--- src/rtl/multu_unit_pkg.sv ---
// Shared CPU definitions for the iterative unsigned multiplier: FSM encoding,
// operand width, iteration count and the multiplier op codes used by ALU control.
package multu_unit_pkg;

  localparam int MULTU_W     = 32;
  localparam int MULTU_ITERS = MULTU_W;

  typedef enum logic [1:0] {
    ST_IDLE = 2'd0,
    ST_RUN  = 2'd1,
    ST_DONE = 2'd2
  } multu_state_e;

  typedef enum logic [5:0] {
    OP_MULT     = 6'b011001,
    OP_MADDU    = 6'b000001,
    OP_FINISHED = 6'b111111
  } multu_op_e;

endpackage

--- src/rtl/multu_unit_if.sv ---
// Request/response bundle between the ALU control stage (master) and the
// multiplier (slave); HI/LO are exposed here for mfhi/mflo.
interface multu_unit_if #(
   parameter int W = multu_unit_pkg::MULTU_W
);
   logic         start;
   logic         add;
   logic [W-1:0] a;
   logic [W-1:0] b;
   logic         busy;
   logic         done;
   logic [W-1:0] hi;
   logic [W-1:0] lo;

   modport master (
      output start, add, a, b,
      input  busy, done, hi, lo
   );

   modport slave (
      input  start, add, a, b,
      output busy, done, hi, lo
   );
endinterface

--- src/rtl/multu_unit_hilo.sv ---
// HI/LO architectural registers with the 2W-bit accumulate adder used by maddu.
// The final carry out of the accumulate is dropped, so maddu wraps silently.
module multu_hilo #(
   parameter int W = multu_unit_pkg::MULTU_W
) (
   input  logic           clk,
   input  logic           rst_n,
   input  logic           wr_en_i,
   input  logic           add_i,
   input  logic [2*W-1:0] p_i,
   output logic [W-1:0]   hi_o,
   output logic [W-1:0]   lo_o
);

   logic [2*W-1:0] hilo_q;
   logic [2*W-1:0] hilo_d;

   // NOTE: combinational blocks assign every output on every path so no latch is inferred.
   always_comb begin
      hilo_d = hilo_q;
      if (wr_en_i) begin
         hilo_d = add_i ? (hilo_q + p_i) : p_i;
      end
   end

   // NOTE: state uses non-blocking assignments so every flop samples pre-edge values.
   always_ff @(posedge clk or negedge rst_n) begin
      if (!rst_n) begin
         hilo_q <= '0;
      end else begin
         hilo_q <= hilo_d;
      end
   end

   assign hi_o = hilo_q[2*W-1:W];
   assign lo_o = hilo_q[W-1:0];

endmodule

--- src/rtl/multu_unit.sv ---
// Iterative W x W unsigned multiplier (multu/maddu): one shift-add step per RUN
// cycle, result committed to HI/LO when leaving DONE, one-cycle done pulse after.
module multu_unit
   import multu_unit_pkg::*;
#(
   parameter int W = MULTU_W
) (
   input  logic         clk,
   input  logic         rst_n,
   multu_unit_if.slave  bus
);

   localparam int             CW   = (W > 1) ? $clog2(W) : 1;
   localparam logic [CW-1:0]  LAST = CW'(W - 1);

   multu_state_e    state_q;
   logic [2*W-1:0]  p_q;
   logic [W-1:0]    a_q;
   logic            add_q;
   logic [CW-1:0]   cnt_q;
   logic            busy_q;
   logic            done_q;

   logic [W:0]      sum_d;
   logic [2*W-1:0]  p_d;
   logic            hilo_wr;

   // Upper half plus multiplicand keeps its carry, which shifts back in at the top.
   always_comb begin
      sum_d = {1'b0, p_q[2*W-1:W]} + (p_q[0] ? {1'b0, a_q} : '0);
      p_d   = {sum_d, p_q[W-1:1]};
   end

   assign hilo_wr = (state_q == ST_DONE);

   always_ff @(posedge clk or negedge rst_n) begin
      if (!rst_n) begin
         state_q <= ST_IDLE;
         p_q     <= '0;
         a_q     <= '0;
         add_q   <= 1'b0;
         cnt_q   <= '0;
         busy_q  <= 1'b0;
         done_q  <= 1'b0;
      end else begin
         done_q <= 1'b0;
         case (state_q)
            ST_IDLE: begin
               if (bus.start) begin
                  a_q     <= bus.a;
                  add_q   <= bus.add;
                  p_q     <= {{W{1'b0}}, bus.b};
                  cnt_q   <= '0;
                  busy_q  <= 1'b1;
                  state_q <= ST_RUN;
               end
            end
            ST_RUN: begin
               p_q <= p_d;
               if (cnt_q == LAST) begin
                  state_q <= ST_DONE;
               end else begin
                  cnt_q <= cnt_q + 1'b1;
               end
            end
            ST_DONE: begin
               busy_q  <= 1'b0;
               done_q  <= 1'b1;
               state_q <= ST_IDLE;
            end
            default: begin
               state_q <= ST_IDLE;
               busy_q  <= 1'b0;
            end
         endcase
      end
   end

   multu_hilo #(.W(W)) u_hilo (
      .clk     (clk),
      .rst_n   (rst_n),
      .wr_en_i (hilo_wr),
      .add_i   (add_q),
      .p_i     (p_q),
      .hi_o    (bus.hi),
      .lo_o    (bus.lo)
   );

   assign bus.busy = busy_q;
   assign bus.done = done_q;

endmodule
--- src/flat_wrapper.sv ---
// flat-port wrapper written by rule: the top's interface ports become plain ports
module multu_unit_flat import multu_unit_pkg::*;
#(
   parameter int W = MULTU_W
)
  (clk, rst_n, bus_start, bus_add, bus_a, bus_b, bus_busy, bus_done, bus_hi, bus_lo);
  multu_unit_if #(.W(W)) bus_i ();
  input  logic clk;
  input  logic rst_n;
  input wire logic [$bits(bus_i.start)-1:0] bus_start;
  input wire logic [$bits(bus_i.add)-1:0] bus_add;
  input wire logic [$bits(bus_i.a)-1:0] bus_a;
  input wire logic [$bits(bus_i.b)-1:0] bus_b;
  output wire logic [$bits(bus_i.busy)-1:0] bus_busy;
  output wire logic [$bits(bus_i.done)-1:0] bus_done;
  output wire logic [$bits(bus_i.hi)-1:0] bus_hi;
  output wire logic [$bits(bus_i.lo)-1:0] bus_lo;
  assign bus_i.start = bus_start;
  assign bus_i.add = bus_add;
  assign bus_i.a = bus_a;
  assign bus_i.b = bus_b;
  assign bus_busy = bus_i.busy;
  assign bus_done = bus_i.done;
  assign bus_hi = bus_i.hi;
  assign bus_lo = bus_i.lo;
  multu_unit #(.W(W)) u_core (.clk(clk), .rst_n(rst_n), .bus(bus_i));
endmodule
--- config.mk ---
export PLATFORM = sky130hd
export DESIGN_NAME = multu_unit_flat
export DESIGN_NICKNAME = d
export VERILOG_FILES = /design/src/rtl/multu_unit_pkg.sv /design/src/rtl/multu_unit_if.sv /design/src/rtl/multu_unit_hilo.sv /design/src/rtl/multu_unit.sv /design/src/flat_wrapper.sv
export SDC_FILE = /design/constraint.sdc
export NUM_CORES = 1
export LEC_CHECK = 0
export ABC_AREA = 1
export BUFFER_PORTS_ARGS = -buffer_cell sky130_fd_sc_hd__clkbuf_2
export CAP_MARGIN = 20
export CELL_PAD_IN_SITES_DETAIL_PLACEMENT = 1
export CELL_PAD_IN_SITES_GLOBAL_PLACEMENT = 2
export CORE_MARGIN = 4
export CORE_UTILIZATION = 35
export DETAILED_ROUTE_END_ITERATION = 8
export PLACE_DENSITY = 0.95
export SYNTH_ARGS = -nofsm -noshare
export SYNTH_HDL_FRONTEND = slang
export SYNTH_SLANG_ARGS = --single-unit
--- constraint.sdc ---
create_clock -name clk -period 6.7 [get_ports clk]
set_input_delay 1.34 -clock clk [delete_from_list [all_inputs] [get_ports clk]]
set_output_delay 1.34 -clock clk [all_outputs]
set_load 0.01 [all_outputs]
==> metrics.md <==
| Metric | Value |
|---|---|
| Run status | finished clean |
| Die Area | approximately 46000 µm² |
| Final hold vios | 0 |
| Starting DRT DRC Count | about 840 |
| Crit path max fanout | just over 50 |
| Initial antenna violation count | 0 |
| Worst Tran Pin Value | roughly 1 ns |
| Register share of total power | 22.2% |
| Vias in the first global route | around 17000 |
| Final cell count without fillers | between 3000 and 4000 |
| WL final | 57.50 mm |
| Final core occ | roughly two fifths |
| Switching power total | 0.005076 W |
| Max-cap violations | 0 |
| FP Rows | 75 |
| CP required | about 7.1 ns |
| Largest cells by area after synthesis | dfrtp_1 28%, nand2_1 25%, inv_1 11% |
| CP Data Arrival Time | between 3 and 4 ns |
| Yosys top cell area share | 28.26% |
| Port bufs | around 130 |
| Residual DRC | 0 |
| DP Cell Count | 3132 |
| Setup crit start kind | input pin |
| First-pass GRT wire length | 91.74 mm |
| Synth Instances | approximately 2500 |
| # nets final | about 2800 |
| Syn_nets | 2676 |
| Via count | about 16000 |
| Synth cell types | 43 |
| # H-tree levels | 4 |
| Critical path class | input pin to register |
| Die X | around 220 µm |
| Commonest non-fill, non-tap cell in the layout | nand2_1 |
| Peak VDD IR | between 0.0003 and 0.0004 V |
| Area Growth Syn to Fin | 12.27% |
| Synthesized cell area | between 15000 and 20000 µm² |
| Final instance area | 16900 µm² |
| # setup viols final | 0 |
| CTS max path bufs | 2 |
| GR Overflow Total | 0 |
| Most frequent cells in the layout | 1017 x nand2_1, 439 x inv_1, 176 x nor2_1 |
| Clk pwr share | 11.8% |
| RSZ-0062 raised after global routing | no |
| Asr flop ratio synth | 100.0% |
| Top_reg_cell synth | dfrtp_1 |
| HP Class | register to register |
| Clock root cell | clkbuf_16 |
| Die H | ~220 µm |
| Total Power | 0.008996 W |
| Io pins | 134 |
| Area leader, netlist | dfrtp_1 |
| Reg clk slew, reported paths | approximately 0.070 ns |
| Mean post-synth cell area | roughly 6.0 µm² |
| Fmax | 0.3605 GHz |
| Register area share after synthesis | between 20% and 30% |
| Vias/cell | about 5 |
| Share of cells above drive strength 1 | 8.413% |
| Power share of the combinational group | ~66% |
| Slew headroom | around 33% |
| Sw Share | between 50% and 60% |
| Post-layout minimum cycle time | 2.774 ns |
| Antenna diode count | 0 |
| Initial core utilization | 35.65% |
| Worst setup EP type | register |
| Setup tns final | 0 ns |
| Post-synthesis sequential element count | 170 |
| Drt first pass iters | 7 |
| Yosys warning count | 0 |
| Worst-case clock skew | 0.01397 ns |
| Drt wl/cell | ~18 µm |
| Post-route ant nets | 0 |
| CTS tree | built |
| Largest net degree at the start of global routing | roughly 100 |
| Clock Latency Late Sink | slightly above 0.5 ns |
| Resized Gates After CTS | 0 |
| Hpwl dp | roughly 47 mm |
| Pwr Density | about 530 nW/µm² |
| FILL cells | ~5800 |
| Multi-input logic area | roughly 8900 µm² |
| Clock sinks | 170 |
| Placer congestion estimate | between 0.9 and 1 |
| Final Slew Violations | 0 |
| Register area | 4254 µm² |
| Post-CTS Setup Repair Bufs | 0 |
| Fin crit share | 41.41% |
| Number of CTS-inserted buffers | 17 |
| Post-synth EDFFs | 0 |
| Core area | approximately 42000 µm² |
| Leak Pwr | 10.23 nW |
| GRT Overall Usage | approximately a quarter |
| Hold_buf cts | 0 |
| Cell-internal power | between 0.003 and 0.004 W |
| Area after DPL | around 16000 µm² |
logic make-up (layout without fill, tap and decap cells):
family | after synthesis | after routing | synth area share, %
buffers and inverters | 502 | 620 | 12.57
and+or+nand+nor | 1385 | 1385 | 36.97
adders and majority gates | 99 | 99 | 8.327
AOI/OAI and AO/OA | 314 | 314 | 11.59
xor gates and xnor gates | 38 | 38 | 2.211
muxes | 1 | 1 | 0.06649
DFF | 170 | 170 | 28.26
registers in the layout, indices dropped and copies added, names as in the netlist:
signal	flops
u_core.a_q	32
u_core.bus.busy	1
u_core.p_q	64
u_core.add_q	1
u_core.cnt_q	5
u_core.state_q	2
u_core.u_hilo.hilo_q	64
u_core.bus.done	1
per-layer routing:
layer	wire length [µm]	vias up	track usage (%)
met5	0	-	0
met1	28000	7711	34.69
met4	1135	0	6.657
li1	-	7967	-
met2	26440	217	40.95
met3	1921	51	3.741
path summary, 6_finish.rpt:
check / from / to / slack, ns / cells past startpoint
max in group asynchronous: rst_n / u_core.u_hilo.hilo_q[2]$_DFFE_PN0P_ / 4.17 / 3
hold reg to reg: u_core.a_q[8]$_DFFE_PN0P_ / u_core.a_q[8]$_DFFE_PN0P_ / 0.47 / 2
min in group asynchronous: rst_n / u_core.cnt_q[0]$_DFFE_PN0P_ / 0.76 / 1
hold / removal: u_core.a_q[8]$_DFFE_PN0P_ / u_core.a_q[8]$_DFFE_PN0P_ / 0.47 / 2
setup / recovery: bus_start / u_core.p_q[17]$_DFFE_PN0P_ / 3.93 / 8
setup reg to reg: u_core.u_hilo.hilo_q[11]$_DFFE_PN0P_ / u_core.u_hilo.hilo_q[35]$_DFFE_PN0P_ / 3.93 / 12
final cells by class:
type                       count  share of cell area, %
tap                          539                  3.990
clock buffer                  20                  2.702
timing repair buffer         143                  4.656
sequential                   170                  25.17
inverter                     445                  9.896
multi-input combinational   1837                  52.76
clock inverter                12                 0.8290
worst max-delay path, cell delays in order:
cell and delay [ns]:
clkbuf_2 0.07, nand2_1 0.07, nor2_2 0.26, nor2_2 0.06, buf_4 0.29, inv_2 0.69, o211ai_1 0.19, o21ai_0 0.15
Yosys cell counts (6+ instances only):
library cell	number
o21a_1	8
nor2_1	178
clkbuf_1	38
nand2_1	1017
ha_1	97
inv_1	440
a221oi_1	13
nand2_2	13
o21ai_0	96
xor2_1	32
nand4_1	13
nor3_1	29
dfrtp_1	170
o21ai_1	11
nor2_2	14
nand3_1	97
o22ai_1	11
buf_1	12
buf_2	7
o211ai_1	17
a21oi_1	140
xnor2_1	6
nand3b_1	7
through the flow:
stage / hold WS, ns / setup slack [ns]
floorplan: 0.4422 / 4.217
global placement: 0.4562 / 3.558
detailed placement: 0.4593 / 3.482
CTS: 0.4770 / 3.555
global route: 0.5049 / 3.742
finish: 0.4714 / 3.926
power groups by stage:
stage	combinational, W	clock (W)	sequential, W
after floorplan	0.00405	0	0.00184
final	0.00594	0.00106	0.00200
after detailed placement	0.00584	0	0.00203
after global routing	0.00671	0.00112	0.00205
after CTS	0.00589	0.00109	0.00202
after global placement	0.00568	0	0.00201
Power figures use the tool's default switching activity.
